[src/rtl/spi_mem_slave.sv]
// spi_mem_slave: SPI slave front end for the single-port memory subsystem.
// Deserialises MOSI frames (2-bit command followed by an address or data
// payload) into memory write/read strobes and serialises read data onto MISO.
// All outputs are registered. dbg_state exposes the FSM state for observation.
//
// Build option: define SPI_BURST_EN to enable auto-incrementing burst
// transfers within one ss_n assertion. When it is undefined, each write-data or
// read-data frame moves exactly one word and addresses never auto-increment.
//
// Handshake: mem_we and mem_re are single-cycle strobes with mem_addr (and
// mem_wdata) valid in the same cycle; the memory answers a read by pulsing
// mem_rvalid with mem_rdata at least one cycle after mem_re. A mem_rvalid
// arriving in any state other than RD_WAIT is ignored.
module spi_mem_slave #(
    parameter int ADDR_WIDTH = 8,
    parameter int DATA_WIDTH = 8
) (
    input  logic                  clk,
    input  logic                  rst,
    input  logic                  ss_n,
    input  logic                  MOSI,
    output logic                  MISO,
    output logic [ADDR_WIDTH-1:0] mem_addr,
    output logic [DATA_WIDTH-1:0] mem_wdata,
    output logic                  mem_we,
    output logic                  mem_re,
    input  logic [DATA_WIDTH-1:0] mem_rdata,
    input  logic                  mem_rvalid,
    output logic [3:0]            dbg_state
);

    // Shift register wide enough for either an address or a data payload.
    localparam int SHW = (ADDR_WIDTH > DATA_WIDTH) ? ADDR_WIDTH : DATA_WIDTH;
    localparam logic [5:0] ADDR_LAST = 6'(ADDR_WIDTH - 1);
    localparam logic [5:0] DATA_LAST = 6'(DATA_WIDTH - 1);
    localparam logic [ADDR_WIDTH-1:0] ADDR_ONE = {{(ADDR_WIDTH-1){1'b0}}, 1'b1};

    typedef enum logic [3:0] {
        S_IDLE,
        S_CMD,
        S_WR_ADDR,
        S_WR_DATA,
        S_RD_ADDR,
        S_RD_REQ,
        S_RD_WAIT,
        S_RD_TX,
        S_DRAIN
    } state_t;

    state_t                state_q,     state_d;
    logic                  cmd_hi_q,    cmd_hi_d;
    logic [5:0]            cnt_q,       cnt_d;
    logic [SHW-1:0]        rx_q,        rx_d;
    logic [DATA_WIDTH-1:0] tx_q,        tx_d;
    logic [ADDR_WIDTH-1:0] wr_addr_q,   wr_addr_d;
    logic [ADDR_WIDTH-1:0] rd_addr_q,   rd_addr_d;
    logic [ADDR_WIDTH-1:0] mem_addr_q,  mem_addr_d;
    logic [DATA_WIDTH-1:0] mem_wdata_q, mem_wdata_d;
    logic                  mem_we_q,    mem_we_d;
    logic                  mem_re_q,    mem_re_d;
    logic                  miso_q,      miso_d;
    logic [SHW-1:0]        rx_next;

    assign rx_next = {rx_q[SHW-2:0], MOSI};

    // Next-state and registered-output computation; ss_n high overrides everything.
    always_comb begin
        state_d     = state_q;
        cmd_hi_d    = cmd_hi_q;
        cnt_d       = cnt_q;
        rx_d        = rx_q;
        tx_d        = tx_q;
        wr_addr_d   = wr_addr_q;
        rd_addr_d   = rd_addr_q;
        mem_addr_d  = mem_addr_q;
        mem_wdata_d = mem_wdata_q;
        mem_we_d    = 1'b0;
        mem_re_d    = 1'b0;
        miso_d      = 1'b0;

        if (ss_n) begin
            // Frame ended: drop any partial word or pending read.
            state_d = S_IDLE;
            cnt_d   = '0;
        end else begin
            unique case (state_q)
                S_IDLE: begin
                    cmd_hi_d = MOSI;
                    state_d  = S_CMD;
                end
                S_CMD: begin
                    cnt_d = '0;
                    rx_d  = '0;
                    unique case ({cmd_hi_q, MOSI})
                        2'b00: state_d = S_WR_ADDR;
                        2'b01: state_d = S_WR_DATA;
                        2'b10: state_d = S_RD_ADDR;
                        2'b11: begin
                            state_d    = S_RD_REQ;
                            mem_re_d   = 1'b1;
                            mem_addr_d = rd_addr_q;
                        end
                    endcase
                end
                S_WR_ADDR: begin
                    rx_d  = rx_next;
                    cnt_d = cnt_q + 6'd1;
                    if (cnt_q == ADDR_LAST) begin
                        wr_addr_d = rx_next[ADDR_WIDTH-1:0];
                        state_d   = S_DRAIN;
                    end
                end
                S_RD_ADDR: begin
                    rx_d  = rx_next;
                    cnt_d = cnt_q + 6'd1;
                    if (cnt_q == ADDR_LAST) begin
                        rd_addr_d = rx_next[ADDR_WIDTH-1:0];
                        state_d   = S_DRAIN;
                    end
                end
                S_WR_DATA: begin
                    rx_d = rx_next;
                    if (cnt_q == DATA_LAST) begin
                        mem_we_d    = 1'b1;
                        mem_addr_d  = wr_addr_q;
                        mem_wdata_d = rx_next[DATA_WIDTH-1:0];
                        cnt_d       = '0;
`ifdef SPI_BURST_EN
                        wr_addr_d   = wr_addr_q + ADDR_ONE;
`else
                        state_d     = S_DRAIN;
`endif
                    end else begin
                        cnt_d = cnt_q + 6'd1;
                    end
                end
                S_RD_REQ: begin
                    // mem_re was raised on entry; just wait for the answer.
                    state_d = S_RD_WAIT;
                end
                S_RD_WAIT: begin
                    if (mem_rvalid) begin
                        miso_d  = mem_rdata[DATA_WIDTH-1];
                        tx_d    = mem_rdata << 1;
                        cnt_d   = '0;
                        state_d = S_RD_TX;
                    end
                end
                S_RD_TX: begin
                    if (cnt_q == DATA_LAST) begin
`ifdef SPI_BURST_EN
                        rd_addr_d  = rd_addr_q + ADDR_ONE;
                        mem_re_d   = 1'b1;
                        mem_addr_d = rd_addr_q + ADDR_ONE;
                        state_d    = S_RD_REQ;
`else
                        state_d    = S_DRAIN;
`endif
                    end else begin
                        miso_d = tx_q[DATA_WIDTH-1];
                        tx_d   = tx_q << 1;
                        cnt_d  = cnt_q + 6'd1;
                    end
                end
                S_DRAIN: begin
                    state_d = S_DRAIN;
                end
                default: begin
                    state_d = S_IDLE;
                end
            endcase
        end
    end

    // State and output registers with asynchronous reset.
    always_ff @(posedge clk or posedge rst) begin
        if (rst) begin
            state_q     <= S_IDLE;
            cmd_hi_q    <= 1'b0;
            cnt_q       <= '0;
            rx_q        <= '0;
            tx_q        <= '0;
            wr_addr_q   <= '0;
            rd_addr_q   <= '0;
            mem_addr_q  <= '0;
            mem_wdata_q <= '0;
            mem_we_q    <= 1'b0;
            mem_re_q    <= 1'b0;
            miso_q      <= 1'b0;
        end else begin
            state_q     <= state_d;
            cmd_hi_q    <= cmd_hi_d;
            cnt_q       <= cnt_d;
            rx_q        <= rx_d;
            tx_q        <= tx_d;
            wr_addr_q   <= wr_addr_d;
            rd_addr_q   <= rd_addr_d;
            mem_addr_q  <= mem_addr_d;
            mem_wdata_q <= mem_wdata_d;
            mem_we_q    <= mem_we_d;
            mem_re_q    <= mem_re_d;
            miso_q      <= miso_d;
        end
    end

    assign MISO      = miso_q;
    assign mem_addr  = mem_addr_q;
    assign mem_wdata = mem_wdata_q;
    assign mem_we    = mem_we_q;
    assign mem_re    = mem_re_q;
    assign dbg_state = state_q;

endmodule

[config.mk]
export PLATFORM = sky130hd
export DESIGN_NAME = spi_mem_slave
export DESIGN_NICKNAME = d
export VERILOG_FILES = /design/src/rtl/spi_mem_slave.sv
export SDC_FILE = /design/constraint.sdc
export NUM_CORES = 1
export LEC_CHECK = 0
export CAP_MARGIN = 25
export CORE_MARGIN = 4
export CORE_UTILIZATION = 50
export CTS_BUF_LIST = sky130_fd_sc_hd__clkbuf_8
export CTS_CLUSTER_SIZE = 20
export DETAILED_ROUTE_END_ITERATION = 10
export PLACE_DENSITY_LB_ADDON = 0.15
export SYNTH_ARGS = -nofsm -noshare
export SYNTH_HDL_FRONTEND = slang
export SYNTH_SLANG_ARGS = --single-unit
[constraint.sdc]
create_clock -name clk -period 2.2 [get_ports clk]
set_input_delay 0.44 -clock clk [delete_from_list [all_inputs] [get_ports clk]]
set_output_delay 0.44 -clock clk [all_outputs]
set_load 0.02 [all_outputs]
### Word level (Yosys, flattened, before mapping)

Index checks and enable logic that the tools add are counted.

* $add $sub $neg: 1
* multipliers: 0
* div/mod/pow operators: 0
* order comparisons: 0
* equal/unequal tests: 19
* shifts and indexed selects: 0
* mux-type cells: 27
* bitwise logic cells: 1
* reduce and logical (&&, ||, !) cells: 18

Operators with widths (number)
* 2-to-1 mux 8 bit: 4
* one-hot mux 8 bit (2 select lines): 2
* one-hot mux 6 bit (5 select lines): 1
* 2-to-1 mux 6 bit: 4
* one-hot mux 4 bit (6 select lines): 1
* == test 4 x 3 -> 1 bit (second input constant): 4
* one-hot mux 4 bit (4 select lines): 1
* one-hot mux 7 bit (2 select lines): 1
* 2-to-1 mux 4 bit: 3
* AND reduction 3 bit: 4
* 2-to-1 mux 1 bit: 9
* == test 4 x 2 -> 1 bit (second input constant): 2
* != test 2 bit (second input constant): 4
* AND reduction 4 bit: 2
* adder 6 x 1 -> 6 bit (second input constant): 1
* == test 6 x 3 -> 1 bit (second input constant): 1
* != test 3 bit (second input constant): 2
* AND reduction 2 bit: 3
* nonzero test 2 bit: 3
* nonzero test 6 bit: 1
* == test 2 bit (second input constant): 2
* == test 4 x 1 -> 1 bit (second input constant): 1
* == test 4 bit (second input constant): 1
* zero test 4 bit: 1
* 8 further kinds: 8

* register bits after elaboration: 61
* bits in latches: 0
* bits in writable memories: 0
* memory bits (read-only): 0
* output and inout bits: 23
* word-level logic and storage cells: 78
* memories: 0

### Logic depth before layout (Yosys ltp)

* depth in word-level cells: 4
* depth in mapped cells: 8
* mapped depth without buffers: 6

### Worst setup path after synthesis

OpenSTA, ideal clock, no wires.

* kind: flip-flop to flip-flop
* start point: register state_q[3], in the netlist dbg_state[3]
* end point: register mem_wdata_q[0], in the netlist mem_wdata[0]
* arrival time: 1.751 ns
* setup slack: 0.324 ns
* stages on the path, launching flop included: 7
* buffers on the path: 2
* clock period less this slack: 1.876 ns
* path through: dfrtp_1 buf_2 and4bb_2 buf_4 nand3_2 nor2_4 mux2_2

* longest elaborated chain between the ends: 2

RTL lines
* from (decl): line 50 `state_t state_q, state_d;`
* from (signal assigned): line 191 `state_q <= state_d;`
* == test 4 x 2 -> 1 bit: line 86 `unique case (state_q)`
* AND reduction 3 bit (no source line)
* to (signal assigned): line 199 `mem_wdata_q <= mem_wdata_d;`
* to (decl): line 58 `logic [DATA_WIDTH-1:0] mem_wdata_q, mem_wdata_d;`

No other way between the ends.
A chain may end at the register's enable or synchronous reset.

### Final worst setup path

* start point: register state_q[2], in the netlist dbg_state[2]
* end point: output dbg_state[2]

RTL lines
* to (decl): line 29 `output logic [3:0] dbg_state`

No word-level cell between the ends.

==> results by stage <==
STA:
- On the final layout, the worst hold slack is 0.487 ns.
- Setup repair after global routing left no endpoint under its margin.
- Headroom to the max-slew limit came out at between 60% and 70%.
- The count of final hold-check violations is 0.
- The max-slew violation total from the final report was 0.
- The maximum operating frequency is 476 MHz.
- Setup total negative slack on the finished layout was measured at 0 ns.
- The total setup violations reported at the end of the flow is 0.
- For the pin with the worst max-slew slack, the measured transition is 0.480 ns.
- Across the routed clock network, the largest skew measured is 0.00604 ns.
- The clock period could shrink to roughly 2.1 ns.
- The post-route fraction of the period consumed by the critical path is between 90% and 100%.

GRT:
- The global-route layer with the greatest usage is met2.
- The global-route wire length before repair is about 9500 um.
- The initial antenna violation count is 0.
- The met1 global-route usage is between 20% and 30%.
- The maximum number of pins on one net before global-route repair is between 60 and 70.
- Global routing consumed, on the met3 layer, 3.69% of the routing resources.
- The via count of the first global-routing pass is 1997.
- The met2 layer usage reported by global route is 28.4%.
- The global route total overflow is 0.
- The overall track demand over capacity in global routing is a little under a fifth.

Logic synthesis:
- The synthesized netlist net count is about 250.
- After synthesis, the most frequently instantiated cells are 60 x sky130_fd_sc_hd__dfrtp_1, 29 x sky130_fd_sc_hd__nor2_1, 27 x sky130_fd_sc_hd__mux2_2.
- Among all cell types in the netlist, the one instantiated most often is sky130_fd_sc_hd__dfrtp_1.
- The most instantiated flip-flop cell in the synthesis netlist is sky130_fd_sc_hd__dfrtp_1.
- Yosys attributes the largest share of cell area to sky130_fd_sc_hd__dfrtp_1 54%, sky130_fd_sc_hd__mux2_2 11%, sky130_fd_sc_hd__mux2i_1 5.8%.
- The post-synthesis share of cell area spent on full adders, half adders and majority gates is 0.449%.
- Of the total synthesized cell area, the portion taken by XOR and XNOR cells is 0.629%.
- Yosys printed 0 warnings.
- The cell count after synthesis is 237.
- The largest total area in the synthesized netlist belongs to sky130_fd_sc_hd__dfrtp_1.
- In the synthesized netlist the async set-or-reset flop fraction comes to 100%.
- The synthesized design devotes to its leading area cell type approximately 54% of total area.
- The number of synthesized register bits is 60.
- The part of the Yosys area used for sequential elements is 53.9%.
- The multiplexer share of the synthesized area is 16.7%.
- Counting distinct cell types in the post-synthesis netlist gives 39.
- The netlist area before placement is between 0.002 and 0.003 mm2.
- The share of the synthesized area in compound gates (AO/OA/AOI/OAI) is 12.4%.
- In this run, synthesis inferred 0 flip-flops with an integrated enable.
- A synthesized cell averages 11.8 um2.
- The simple-gate share of the synthesized area is 13.4%.
- By area, the combinational part of the netlist is dominated by multiplexers.

Final layout:
- After the last flow step, the layout net total stands at 302.
- The number of diodes is 0.
- Of the cells placed in the final design, the portion with a size suffix greater than 1 is 25.0%.
- The finished cells cover 0.00352 mm2.
- The layout overhead on the synthesized area is 26.2%.
- The number of non-filler instances in the completed layout is 362.

Power and ir drop:
- The internal portion of the total power is 2570 uW.
- The share of power burned in registers is 39.9%.
- The reported leakage power is around 0.0016 uW.
- Of the total power, combinational logic draws 31.3%.
- The proportion of power drawn by the clock network is 28.8%.
- The switching part of the total power is roughly a third.
- Power comes to 3820 uW.
- The power density of the placed cells is 1090 mW/mm2.
- IR analysis of the VDD net gives a maximum drop of 665 uV.
- The net switching power of the design is 1250 uW.

Setup path:
- For the worst setup path, the data arrival time is roughly 1.7 ns.
- The slowest stage of the critical path is the sky130_fd_sc_hd__clkdlybuf4s50_1 cell.
- The sum of buffers and inverters on the critical path is 1.
- STA classifies the critical path startpoint as a flop.
- The critical path starts at dbg_state[2]$_DFFE_PP0P_.
- For the worst setup path, the data required time is 1.76 ns.
- The signal on the critical path passes through clkdlybuf4s50_1.
- Along the worst path, the maximum fanout reaches 15.
- The worst register-to-register path has a setup slack of roughly 0.13 ns.
- The family with the most delay on the worst path is buffers and inverters.
- STA classifies the critical path endpoint as an output pin.
- The worst setup path category is flop to output pin.
- The largest incremental delay on the critical path is 0.70 ns.
- The beginning of the worst register-to-register path is cnt_q[0]$_DFFE_PP0P_.

Run:
- The tool flagged a number of max-cap violations equal to 0.

Routing:
- After detailed routing, the number of remaining DRC violations is 0.
- The via count is a little under 2000.
- The number of detailed-routing iterations run before antenna repair is 4.
- The sum of routed wire length over all layers is ~5500 um.
- Once detail routing completed, the nets flagged for antenna violations numbered 0.
- The via density per instance is between 5 and 6.
- Dividing the detail-routed wire length by the instance count gives around 15 um.
- The first routing iteration left 71 violations.

Die:
- The die span in y is roughly 83 um.
- The number of standard-cell rows in the floorplan is 26.
- The number of primary I/O pins is 36.
- The die is 82.6 um wide.
- The core region area is 0.00524 mm2.
- The floorplan step defined a die boundary enclosing 0.00683 mm2.
- For this configuration, the core starts out at a cell density of between 50% and 60%.

Clocking:
- The total clock buffers created by CTS is 9.
- TritonCTS built the clock tree.
- The number of setup buffers added after CTS is 0.
- The clock transition time at the flip-flop clock pins of the worst setup and hold paths is 0.06 ns.
- The deepest level of the CTS H-tree is 3.
- The worst-skew pair later-pin latency is 0.33 ns.
- The count of hold-fix buffers inserted at cts is 0.
- The buffer depth of the longest clock path is 2.
- The clock net in this run drives a total of 60 sinks.
- The buffer cell driving the clock tree root is sky130_fd_sc_hd__clkbuf_8.

Outcome:
- The run finished with clean final reports.

Place:
- The congestion estimate from routability-driven global placement came to just over 0.8.
- Buffers placed on the I/O ports in this run total 35.
- The placed instance area is 0.00329 mm2.
- Once placement completed, the tool counted placed cells totaling 347.
- The detailed placer's ending HPWL is 3860 um.

Hold path:
- The worst hold-check path type is primary input to async pin.
==> layout by cell type (no fill, tap or decap), types with 3 or more instances in the layout <==
master	Yosys	layout
sky130_fd_sc_hd__a21oi_1	21	21
sky130_fd_sc_hd__a22o_1	11	11
sky130_fd_sc_hd__buf_4	3	13
sky130_fd_sc_hd__clkbuf_8	0	11
sky130_fd_sc_hd__clkdlybuf4s50_1	0	35
sky130_fd_sc_hd__dfrtp_1	60	59
sky130_fd_sc_hd__inv_1	5	4
sky130_fd_sc_hd__mux2_2	27	27
sky130_fd_sc_hd__mux2i_1	16	16
sky130_fd_sc_hd__nand2_1	9	9
sky130_fd_sc_hd__nand2b_1	7	7
sky130_fd_sc_hd__nand3_1	4	4
sky130_fd_sc_hd__nor2_1	29	29
sky130_fd_sc_hd__o21ai_0	6	6
sky130_fd_sc_hd__or2_2	3	3
==> per-stage QoR <==
step,setup WS (ns),util (%)
global placement,0.0726,62.8
CTS,0.0570,67.1
global route,0.0219,67.1
detailed placement,0.0721,62.8
finish,0.0982,67.1
floorplan,0.275,-
==> repair_timing <==
action                                  CTS  global route
endpoints found under the setup margin    0             1
endpoints found under the hold margin     0             0
gates resized for setup                   0             1
==> final cells by class <==
cell class / instances / area [um2]
flip-flops and latches: 60 / 1500
repair buffers: 49 / 468
multi-input cells: 163 / 1210
fillers: 423 / 1720
clock inverters: 4 / 72.6
well taps: 70 / 87.6
clock buffers: 11 / 151
inverters: 5 / 18.8
==> state kept, by name (all words and copies together), names as in the netlist, 4 cells and up <==
name,cells
cnt_q,6
dbg_state,4
mem_addr,8
mem_wdata,8
rd_addr_q,8
rx_q,7
tx_q,7
wr_addr_q,8
==> layer usage <==
layer  wire (um)  share of wire [%]
met1        2660                 49
met2        2450                 45
met3         248                4.5
met4         112                2.0
met5           0                  0
==> cells by family after synthesis <==
logic type,after synthesis
AND/OR/NAND/NOR,68
flip-flops,60
AO/OA/AOI/OAI,49
multiplexers,43
buffers and inverters,14
XOR/XNOR,2
adder cells (fa/ha/maj),1
==> path summary, 6_finish.rpt <==
| kind | to | cells after the start |
|---|---|---|
| min in group clk | rd_addr_q[0]$_DFFE_PP0P_ | 1 |
| max reg2reg | cnt_q[0]$_DFFE_PP0P_ | 6 |
| max in group asynchronous | dbg_state[0]$_DFFE_PP0P_ | 3 |
| min reg2reg | rd_addr_q[0]$_DFFE_PP0P_ | 1 |
| min | cnt_q[3]$_DFFE_PP0P_ | 3 |
| max | dbg_state[2] | 1 |
==> power by group through the flow <==
stage / combinational (uW) / sequential, uW / clock (uW)
floorplan: 714 / 1570 / 0
global route: 1320 / 1560 / 1170
detailed placement: 1200 / 1540 / 0
CTS: 1200 / 1520 / 1130
finish: 1190 / 1520 / 1100
global placement: 1170 / 1530 / 0
Note: power is estimated with default switching activity, not from simulation.
